[config.mk]
export PLATFORM = sky130hd
export DESIGN_NAME = systemizer_seq_flat
export DESIGN_NICKNAME = d
export VERILOG_FILES = /design/src/rtl/systemizer_seq_if.sv /design/src/rtl/systemizer_seq.sv /design/src/flat_wrapper.sv
export SDC_FILE = /design/constraint.sdc
export NUM_CORES = 1
export LEC_CHECK = 0
export CORE_MARGIN = 8
export CORE_UTILIZATION = 35
export DETAILED_ROUTE_END_ITERATION = 8
export PLACE_DENSITY = 0.64
export SYNTH_ARGS = -nofsm -noshare
export SYNTH_HDL_FRONTEND = slang
export SYNTH_SLANG_ARGS = --single-unit
[constraint.sdc]
create_clock -name clk -period 2.6 [get_ports clk]
set_clock_uncertainty 0.1 [all_clocks]
set_input_delay 0.39 -clock clk [delete_from_list [all_inputs] [get_ports clk]]
set_output_delay 0.39 -clock clk [all_outputs]
set_load 0.05 [all_outputs]
[src/rtl/systemizer_seq_if.sv]
// Host-side streams of the systemizer sequencer: matrix load in, systemized matrix out.
interface systemizer_seq_if #(
    parameter int W = 8
);
    logic         in_valid;
    logic         in_ready;
    logic [W-1:0] in_data;
    logic         out_valid;
    logic         out_ready;
    logic [W-1:0] out_data;

    modport slave (
        input  in_valid, in_data, out_ready,
        output in_ready, out_valid, out_data
    );

    modport master (
        output in_valid, in_data, out_ready,
        input  in_ready, out_valid, out_data
    );
endinterface

[src/rtl/systemizer_seq.sv]
// Sequencer for the systemizer core: load matrix, start core, retry on fail,
// stream the systemized matrix back out through a 2-entry read FIFO.
module systemizer_seq #(
    parameter int N        = 4,
    parameter int M        = 3,
    parameter int L        = 16,
    parameter int K        = 24,
    parameter int MAX_TRY  = 4,
    localparam int E       = $clog2(M),
    localparam int W       = N * E,
    localparam int D       = L * K / N,
    localparam int A       = $clog2(D)
) (
    input  logic            clk,
    input  logic            rst,
    input  logic            go,
    input  logic            abort,
    output logic            busy,
    systemizer_seq_if.slave host,
    output logic            reload_req,
    output logic            result_ok,
    output logic            result_fail,
    output logic [3:0]      try_count,
    output logic            sys_start,
    input  logic            sys_done,
    input  logic            sys_fail,
    output logic            sys_wr_en,
    output logic [A-1:0]    sys_wr_addr,
    output logic [W-1:0]    sys_data_in,
    output logic            sys_rd_en,
    output logic [A-1:0]    sys_rd_addr,
    input  logic [W-1:0]    sys_data_out
);
    typedef enum logic [2:0] {
        ST_IDLE   = 3'd0,
        ST_LOAD   = 3'd1,
        ST_START  = 3'd2,
        ST_WAIT   = 3'd3,
        ST_UNLOAD = 3'd4,
        ST_RETRY  = 3'd5
    } state_t;

    localparam logic [A-1:0] LAST_ADDR = A'(D - 1);
    localparam logic [3:0]   MAX_TRY_V = 4'(MAX_TRY);

    state_t       state_r;
    state_t       state_s;
    logic [A-1:0] waddr_r;
    logic [A-1:0] raddr_r;
    logic [A-1:0] oaddr_r;
    logic         rd_all_r;
    logic         inflight_r;
    logic [1:0]   cnt_r;
    logic [W-1:0] fifo_r [2];
    logic         wp_r;
    logic         rp_r;
    logic [3:0]   try_r;
    logic         ok_r;
    logic         fail_r;
    logic         wr_fire_s;
    logic         rd_issue_s;
    logic         head_valid_s;
    logic         out_fire_s;
    logic         push_s;
    logic         pop_s;

    assign busy          = (state_r != ST_IDLE);
    assign host.in_ready = (state_r == ST_LOAD);
    assign wr_fire_s     = host.in_valid && host.in_ready;
    assign sys_wr_en     = wr_fire_s;
    assign sys_wr_addr   = waddr_r;
    assign sys_data_in   = wr_fire_s ? host.in_data : {W{1'b0}};
    assign sys_start     = (state_r == ST_START);
    assign reload_req    = (state_r == ST_RETRY);

    // A read is allowed only while FIFO entries plus the read in flight leave room.
    assign rd_issue_s    = (state_r == ST_UNLOAD) && !rd_all_r &&
                           ((3'(cnt_r) + 3'(inflight_r)) < 3'd2);
    assign sys_rd_en     = rd_issue_s;
    assign sys_rd_addr   = raddr_r;

    // The in-flight word is presented straight from the core when the FIFO is empty.
    assign head_valid_s   = (state_r == ST_UNLOAD) && ((cnt_r != 2'd0) || inflight_r);
    assign host.out_valid = head_valid_s;
    assign host.out_data  = !head_valid_s ? {W{1'b0}} :
                            (cnt_r != 2'd0) ? fifo_r[rp_r] : sys_data_out;
    assign out_fire_s     = head_valid_s && host.out_ready;
    assign push_s         = inflight_r && !(out_fire_s && (cnt_r == 2'd0));
    assign pop_s          = out_fire_s && (cnt_r != 2'd0);

    assign try_count   = try_r;
    assign result_ok   = ok_r;
    assign result_fail = fail_r;

    // Next-state selection; abort overrides every state.
    always_comb begin
        state_s = state_r;
        if (abort) begin
            state_s = ST_IDLE;
        end else begin
            case (state_r)
                ST_IDLE:   state_s = go ? ST_LOAD : ST_IDLE;
                ST_LOAD:   state_s = (wr_fire_s && (waddr_r == LAST_ADDR)) ? ST_START : ST_LOAD;
                ST_START:  state_s = ST_WAIT;
                ST_WAIT: begin
                    if (!sys_done) begin
                        state_s = ST_WAIT;
                    end else if (!sys_fail) begin
                        state_s = ST_UNLOAD;
                    end else if (try_r == MAX_TRY_V) begin
                        state_s = ST_IDLE;
                    end else begin
                        state_s = ST_RETRY;
                    end
                end
                ST_RETRY:  state_s = ST_LOAD;
                ST_UNLOAD: state_s = (out_fire_s && (oaddr_r == LAST_ADDR)) ? ST_IDLE : ST_UNLOAD;
                default:   state_s = ST_IDLE;
            endcase
        end
    end

    // State register, attempt counter and registered result pulses.
    always_ff @(posedge clk) begin
        if (rst) begin
            state_r <= ST_IDLE;
            try_r   <= 4'd0;
            ok_r    <= 1'b0;
            fail_r  <= 1'b0;
        end else begin
            state_r <= state_s;
            if ((state_r == ST_IDLE) && go && !abort) begin
                try_r <= 4'd0;
            end else if (state_r == ST_START) begin
                try_r <= try_r + 4'd1;
            end
            ok_r   <= !abort && out_fire_s && (oaddr_r == LAST_ADDR);
            fail_r <= abort || ((state_r == ST_WAIT) && sys_done && sys_fail && (try_r == MAX_TRY_V));
        end
    end

    // Write, read-issue and output address counters; all cleared on any state change.
    always_ff @(posedge clk) begin
        if (rst || (state_s != state_r)) begin
            waddr_r  <= {A{1'b0}};
            raddr_r  <= {A{1'b0}};
            oaddr_r  <= {A{1'b0}};
            rd_all_r <= 1'b0;
        end else begin
            if (wr_fire_s) begin
                waddr_r <= waddr_r + 1'b1;
            end
            if (rd_issue_s) begin
                if (raddr_r == LAST_ADDR) begin
                    rd_all_r <= 1'b1;
                end else begin
                    raddr_r <= raddr_r + 1'b1;
                end
            end
            if (out_fire_s) begin
                oaddr_r <= oaddr_r + 1'b1;
            end
        end
    end

    // Read pipeline and 2-entry output FIFO, flushed whenever UNLOAD is not next.
    always_ff @(posedge clk) begin
        if (rst || (state_s != ST_UNLOAD)) begin
            inflight_r <= 1'b0;
            cnt_r      <= 2'd0;
            wp_r       <= 1'b0;
            rp_r       <= 1'b0;
        end else begin
            inflight_r <= rd_issue_s;
            if (push_s) begin
                fifo_r[wp_r] <= sys_data_out;
                wp_r         <= ~wp_r;
            end
            if (pop_s) begin
                rp_r <= ~rp_r;
            end
            cnt_r <= cnt_r + {1'b0, push_s} - {1'b0, pop_s};
        end
    end
endmodule
[src/flat_wrapper.sv]
// flat-port wrapper written by rule: the top's interface ports become plain ports
module systemizer_seq_flat 
#(
    parameter int N        = 4,
    parameter int M        = 3,
    parameter int L        = 16,
    parameter int K        = 24,
    parameter int MAX_TRY  = 4,
    localparam int E       = $clog2(M),
    localparam int W       = N * E,
    localparam int D       = L * K / N,
    localparam int A       = $clog2(D)
)
  (clk, rst, go, abort, busy, reload_req, result_ok, result_fail, try_count, sys_start, sys_done, sys_fail, sys_wr_en, sys_wr_addr, sys_data_in, sys_rd_en, sys_rd_addr, sys_data_out, host_in_valid, host_in_data, host_out_ready, host_in_ready, host_out_valid, host_out_data);
  systemizer_seq_if host_i ();
  input  logic clk;
  input  logic rst;
  input  logic go;
  input  logic abort;
  output logic busy;
  output logic reload_req;
  output logic result_ok;
  output logic result_fail;
  output logic [3:0] try_count;
  output logic sys_start;
  input  logic sys_done;
  input  logic sys_fail;
  output logic sys_wr_en;
  output logic [A-1:0] sys_wr_addr;
  output logic [W-1:0] sys_data_in;
  output logic sys_rd_en;
  output logic [A-1:0] sys_rd_addr;
  input  logic [W-1:0] sys_data_out;
  input wire logic [$bits(host_i.in_valid)-1:0] host_in_valid;
  input wire logic [$bits(host_i.in_data)-1:0] host_in_data;
  input wire logic [$bits(host_i.out_ready)-1:0] host_out_ready;
  output wire logic [$bits(host_i.in_ready)-1:0] host_in_ready;
  output wire logic [$bits(host_i.out_valid)-1:0] host_out_valid;
  output wire logic [$bits(host_i.out_data)-1:0] host_out_data;
  assign host_i.in_valid = host_in_valid;
  assign host_i.in_data = host_in_data;
  assign host_i.out_ready = host_out_ready;
  assign host_in_ready = host_i.in_ready;
  assign host_out_valid = host_i.out_valid;
  assign host_out_data = host_i.out_data;
  systemizer_seq #(.N(N), .M(M), .L(L), .K(K), .MAX_TRY(MAX_TRY)) u_core (.clk(clk), .rst(rst), .go(go), .abort(abort), .busy(busy), .host(host_i), .reload_req(reload_req), .result_ok(result_ok), .result_fail(result_fail), .try_count(try_count), .sys_start(sys_start), .sys_done(sys_done), .sys_fail(sys_fail), .sys_wr_en(sys_wr_en), .sys_wr_addr(sys_wr_addr), .sys_data_in(sys_data_in), .sys_rd_en(sys_rd_en), .sys_rd_addr(sys_rd_addr), .sys_data_out(sys_data_out));
endmodule
# Yosys cells after proc, flatten, opt, wreduce, memory -nomap -nowiden
# Memories as Yosys holds them, arrays and structs flattened. A register that Yosys moved wholly into a read port is not among the register bits.
# Cells that the tools add are included.
[op_classes] addsub=7 magnitude_cmp=1 n_eq_ne=11 muxes=16 bitwise_logic=3 reduce_logical=31
[ops] op="8-bit two-way mux" n=3
[ops] op="7-bit by 1-bit adder with 7-bit output, second input constant" n=3
[ops] op="7-bit equality test, second input constant" n=3
[ops] op="3-bit one-hot mux with 6 select lines" n=1
[ops] op="1-bit logical AND" n=17
[ops] op="3-bit two-way mux" n=5
[ops] op="3-bit by 2-bit equality test with 1-bit output, second input constant" n=2
[ops] op="3-bit equality test, second input constant" n=2
[ops] op="1-bit two-way mux" n=6
[ops] op="4-bit by 1-bit adder with 4-bit output, second input constant" n=1
[ops] op="4-bit by 3-bit equality test with 1-bit output, second input constant" n=1
[ops] op="1-bit logical OR" n=4
[ops] op="2-bit AND reduction" n=2
[ops] op="2-bit by 1-bit adder with 3-bit output" n=1
[ops] op="3-bit by 1-bit equality test with 1-bit output, second input constant" n=1
[ops] op="1-bit zero test" n=3
[ops] op="3-bit zero test" n=1
[ops] op="3-bit by 2-bit < comparator with 1-bit output, second input constant" n=1
[ops] op="3-bit != test" n=1
[ops] op="3-bit != test, second input constant" n=1
[ops] op="1-bit NOT" n=3
[ops] op="3-bit nonzero test" n=1
[ops] op="2-bit by 1-bit adder with 2-bit output" n=1
[ops] op="2-bit zero test" n=1
[ops] op="other kinds (4)" n=4
[word_totals] ff_bits=36 mem_bits_rw=16 out_inout_bits=43 word_cells=82 memories=1
[memory_table] memory="u_core.fifo_r" words=2 word_bits=8 rd=1 rd_clocked_by_memory_dff=1 wr=1 line="systemizer_seq.sv:54" source="logic [W-1:0] fifo_r [2];"

# Logic depth before layout (Yosys ltp)
[logic_depth] depth_word=12 depth_mapped=9 depth_no_buf=8

# Worst setup path before layout
# OpenSTA, ideal clock, no wires.
[synth_path] kind="register to register" startpoint="reg u_core.waddr_r[0] (netlist: u_core.sys_wr_addr[0])" endpoint="mem u_core.fifo_r[1][0] (enable)" t_arrival_ns=2.481 slack_ns=-0.364 stages_incl_launch_ff=7 path_cell_list="dfxtp_1 > ha_1 > nand4_1 > o21ai_0 > or4b_1 > buf_2 > nor3_1"
[synth_between] elab_chain_len=9
[synth_lines] element="start, declared" line="systemizer_seq.sv:48" source="logic [A-1:0] waddr_r;"
[synth_lines] element="start signal, assigned" line="systemizer_seq.sv:145" source="waddr_r <= {A{1'b0}};"
[synth_lines] element="start signal, assigned" line="systemizer_seq.sv:151" source="waddr_r <= waddr_r + 1'b1;"
[synth_lines] element="7-bit equality test" line="systemizer_seq.sv:103" source="ST_LOAD: state_s = (wr_fire_s && (waddr_r == LAST_ADDR)) ? ST_START : ST_LOAD;"
[synth_lines] element="1-bit logical AND" line="systemizer_seq.sv:103"
[synth_lines] element="2-bit two-way mux" line="systemizer_seq.sv:103"
[synth_lines] element="3-bit one-hot mux with 6 select lines" line="systemizer_seq.sv:101" source="case (state_r)"
[synth_lines] element="3-bit two-way mux" line="systemizer_seq.sv:98" source="if (abort) begin"
[synth_lines] element="3-bit != test" line="systemizer_seq.sv:168" source="if (rst || (state_s != ST_UNLOAD)) begin"
[synth_lines] element="1-bit logical OR" line="systemizer_seq.sv:168"
[synth_lines] element="1-bit two-way mux" line="systemizer_seq.sv:168"
[synth_lines] element="1-bit two-way mux (not written as such)" line="systemizer_seq.sv:176" source="fifo_r[wp_r] <= sys_data_out;"
[synth_lines] element="end, declared" line="systemizer_seq.sv:54"
# No other way between the ends.

# Worst setup path after layout
[layout_path] startpoint="reg u_core.state_r[0]" endpoint="out reload_req"
[layout_between] elab_chain_len=1
[layout_lines] element="start, declared" line="systemizer_seq.sv:46" source="state_t state_r;"
[layout_lines] element="start signal, assigned" line="systemizer_seq.sv:131" source="state_r <= state_s;"
[layout_lines] element="3-bit equality test" line="systemizer_seq.sv:74" source="assign reload_req = (state_r == ST_RETRY);"
[layout_lines] element="end, declared" line="flat_wrapper.sv:21" source="output logic reload_req;"
# No other way between the ends.

==> impl_metrics.csv <==
group,metric,value,unit
clocking,cts_tree,"yes",
sta,fmax,403,MHz
placed_design,gp_congestion,0.888,
placed_design,dpl.hpwl,4700,µm
sta,timing.slew.headroom,66.1,%
power,powerDensity,383,nW/µm²
detailed_routing,drtPass1Iterations,5,
critical_path,cp.depth,3,
detailed_routing,drt_iter0_markers,98,
clocking,tritoncts_num_sinks,53,
critical_path,crit_family,"buffers and inverters",
grt,track_usage,12.3,%
run,cap_violations,0,
critical_path,crit_buf_inv,1,
layout,final.fill_count,673,
synthesis,async_flop_share,0,%
die,die_width,103,µm
die,core-area,7250,µm²
grt,grt_remaining_overflow,0,
clocking,clk_latency,0.31,ns
critical_path,slowest_stage,"clkdlybuf4s50_1",
die,die-area,10500,µm²
power,comb_power_share,8.6,%
critical_path,rr_startpoint,"u_core.state_r[1]",
critical_path,endpoint_kind,"output port",
synthesis,ys_warn_count,0,
power,p_int,1.11,mW
power,power.switching,0.341,mW
clocking,numCtsBuffers,5,
detailed_routing,drc,0,
synthesis,synthDistinctLibCells,56,
synthesis,avgSynthCellArea,9.81,µm²
critical_path,crit_end,"reload_req",
worst_hold_path,min_path_type,"reg -> reg",
layout,syn_to_final_growth,44.5,%
power,seq_power_share,58.9,%
detailed_routing,vias_per_cell,4.90,
critical_path,rrSetupSlack,0.29,ns
layout,drive_gt1_share,19.0,%
synthesis,yosys-top-cells-count,"nor2_1 (39), dfxtp_1 (37), edfxtp_1 (16), nand2_1 (14), xnor2_1 (12)",
synthesis,yosysSeqAreaShare,46.6,%
layout,final_area,3780,µm²
placed_design,port_buffers,66,
critical_path,rr_endpoint,"u_core.fifo_r[0][7]",
synthesis,netlist_area,2620,µm²
power,cellLeakagePower,1.32,nW
synthesis,ys_seq_elements,53,
grt,grt_max_degree,23,
sta,drv_slew,0,
clocking,clk_root_buffer_cell,"clkbuf_8",
sta,hold_viol,0,
critical_path,cp_max_fo,8,
sta,hold_slack,0.423,ns
critical_path,critPathLaunchType,"flop",
clocking,cts_setup_buffers,0,
detailed_routing,wl,6010,µm
power,ir_drop,216,µV
grt,antenna_found_initial,0,
layout,nets,373,
synthesis,synth_most_common_cell,"nor2_1",
detailed_routing,wl_per_cell,13.6,µm
critical_path,cp.required,2.11,ns
power,power.share.clock,32.5,%
die,die_y,103,µm
synthesis,netlist.area_leader.share,28.3,%
grt,grt_pass1_vias,2256,
power,swShare,23.5,%
critical_path,arrival,1.99,ns
clocking,clk_path_buf_depth,2,
synthesis,syn_nets,298,
die,floorplan.initialDensity,36.1,%
run_status,outcome,"finished, final reports clean",
synthesis,synthCells,267,
synthesis,yosys.area.top_type,"dfxtp_1",
sta,tightest_slew,0.507,ns
critical_path,max_stage_delay,0.83,ns
sta,min_period,2.48,ns
sta,fin_crit_sh,95.4,%
clocking,cts.htree.levels,2,
sta,rsz0062_at_grt,"false",
layout,antennaDiodeCount,0,
die,io_pins,67,
synthesis,synth_area_leaders,"dfxtp_1 (28%), edfxtp_1 (18%), nor2_1 (5.6%)",
critical_path,cp_cell_sequence,"nand2b_1, nor2_1, clkdlybuf4s50_1",
grt,grt_pass1_wl,10500,µm
critical_path,startpoint,"u_core.state_r[0]",
sta,finalSetupViolations,0,
clocking,clk_pin_slew,0.09,ns
detailed_routing,vias,2168,
detailed_routing,antenna_left,0,
placed_design,place_area,3690,µm²
die,num_rows,31,
critical_path,path_class,"reg -> out",
critical_path,r2r_cells,5,
synthesis,synth_flop_cell,"dfxtp_1",
synthesis,synth-edff-count,16,
-- placed cells by master (no fill, tap or decap), types with 10 or more instances in the layout --
| cell type | instances |
|---|---|
| buf_12 | 20 |
| buf_4 | 14 |
| clkdlybuf4s50_1 | 46 |
| dfxtp_1 | 32 |
| edfxtp_1 | 16 |
| inv_1 | 11 |
| mux2i_1 | 10 |
| nand2_1 | 14 |
| nor2_1 | 39 |
| xnor2_1 | 12 |
-- timing repair --
item | CTS | global route
hold buffers | 0 | 0
pin swaps | 0 | 0
gates resized for setup | 1 | 1
endpoints found under the setup margin | 9 | 8
-- flip-flops by register name, summed over array words and instances, names as in the netlist, named ones only --
signal and count:
u_core.cnt_r 2, u_core.inflight_r 1, u_core.wp_r 1, u_core.sys_rd_addr 7, u_core.result_fail 1, u_core.sys_wr_addr 7
u_core.state_r 3, u_core.try_count 4, u_core.oaddr_r 7, u_core.fifo_r 16, u_core.rp_r 1, u_core.result_ok 1
u_core.rd_all_r 1
-- worst register-to-register path, stage by stage (launching register included) --
cell and delay (ns):
dfxtp_1 0.52, nand2b_1 0.21, nor2_1 0.08, or4b_1 0.66, nor4_4 0.25, buf_4 0.21
-- layout make-up --
class | instances | area, µm² | area share, %
clock inverter | 3 | 25.0 | 0.661
timing repair buffer | 80 | 966 | 25.5
inverter | 11 | 41.3 | 1.09
sequential | 53 | 1230 | 32.4
tap | 99 | 124 | 3.27
multi-input combinational | 191 | 1330 | 35.2
clock buffer | 5 | 68.8 | 1.82
-- stage by stage --
| step | utilization [%] | cells | setup TNS [ns] | power, mW | worst slack (ns) |
|---|---|---|---|---|---|
| after floorplan | - | 267 | -1.34 | 0.928 | -0.242 |
| after global placement | 50.8 | 434 | 0 | 0.999 | 0.0171 |
| after detailed placement | 50.8 | 434 | -0.114 | 1.00 | -0.0145 |
| after CTS | 52.2 | 442 | 0 | 1.47 | 0.00926 |
| after global routing | 52.2 | 442 | 0 | 1.51 | 0.0172 |
| final | 52.2 | 442 | 0 | 1.45 | 0.121 |
-- cell families after synthesis --
family,after synthesis,share of synthesized area (%)
simple gates,116,25.1
flops,53,46.6
compound gates,36,9.84
buf+inv,23,3.87
xor+xnor,21,7.02
mux,10,3.82
fa+ha+maj,8,3.72
-- how the worst min path moves through the flow --
stage | from | to | slack [ns] | cells after the start
2_1_floorplan | rst | u_core.result_fail | 0.36 | 1
3_3_place_gp | u_core.oaddr_r[1] | u_core.oaddr_r[1] | 0.40 | 2
3_5_place_dp | u_core.oaddr_r[1] | u_core.oaddr_r[1] | 0.41 | 2
4_1_cts | u_core.oaddr_r[1] | u_core.oaddr_r[1] | 0.42 | 2
5_1_grt | u_core.rd_all_r | u_core.rd_all_r | 0.47 | 1
6_report | u_core.oaddr_r[1] | u_core.oaddr_r[1] | 0.42 | 2
-- power groups by stage --
| stage | combinational [mW] | sequential [mW] | clock (mW) |
|---|---|---|---|
| final | 0.125 | 0.854 | 0.471 |
| after global routing | 0.135 | 0.855 | 0.523 |
| after CTS | 0.127 | 0.854 | 0.489 |
| after detailed placement | 0.126 | 0.873 | 0 |
| after global placement | 0.126 | 0.874 | 0 |
| after floorplan | 0.0521 | 0.876 | 0 |
-- per-layer routing --
layer / wire length, µm / track usage (%) / part of all wire (%) / up-vias
met4: 65 / 3.72 / 1.1 / 0
met2: 2630 / 20.1 / 44 / 84
li1: - / - / - / 1101
met5: 0 / 0 / 0 / -
met1: 2740 / 14.7 / 46 / 978
met3: 576 / 4.46 / 9.6 / 5
Note: power is estimated with default switching activity, not from simulation.
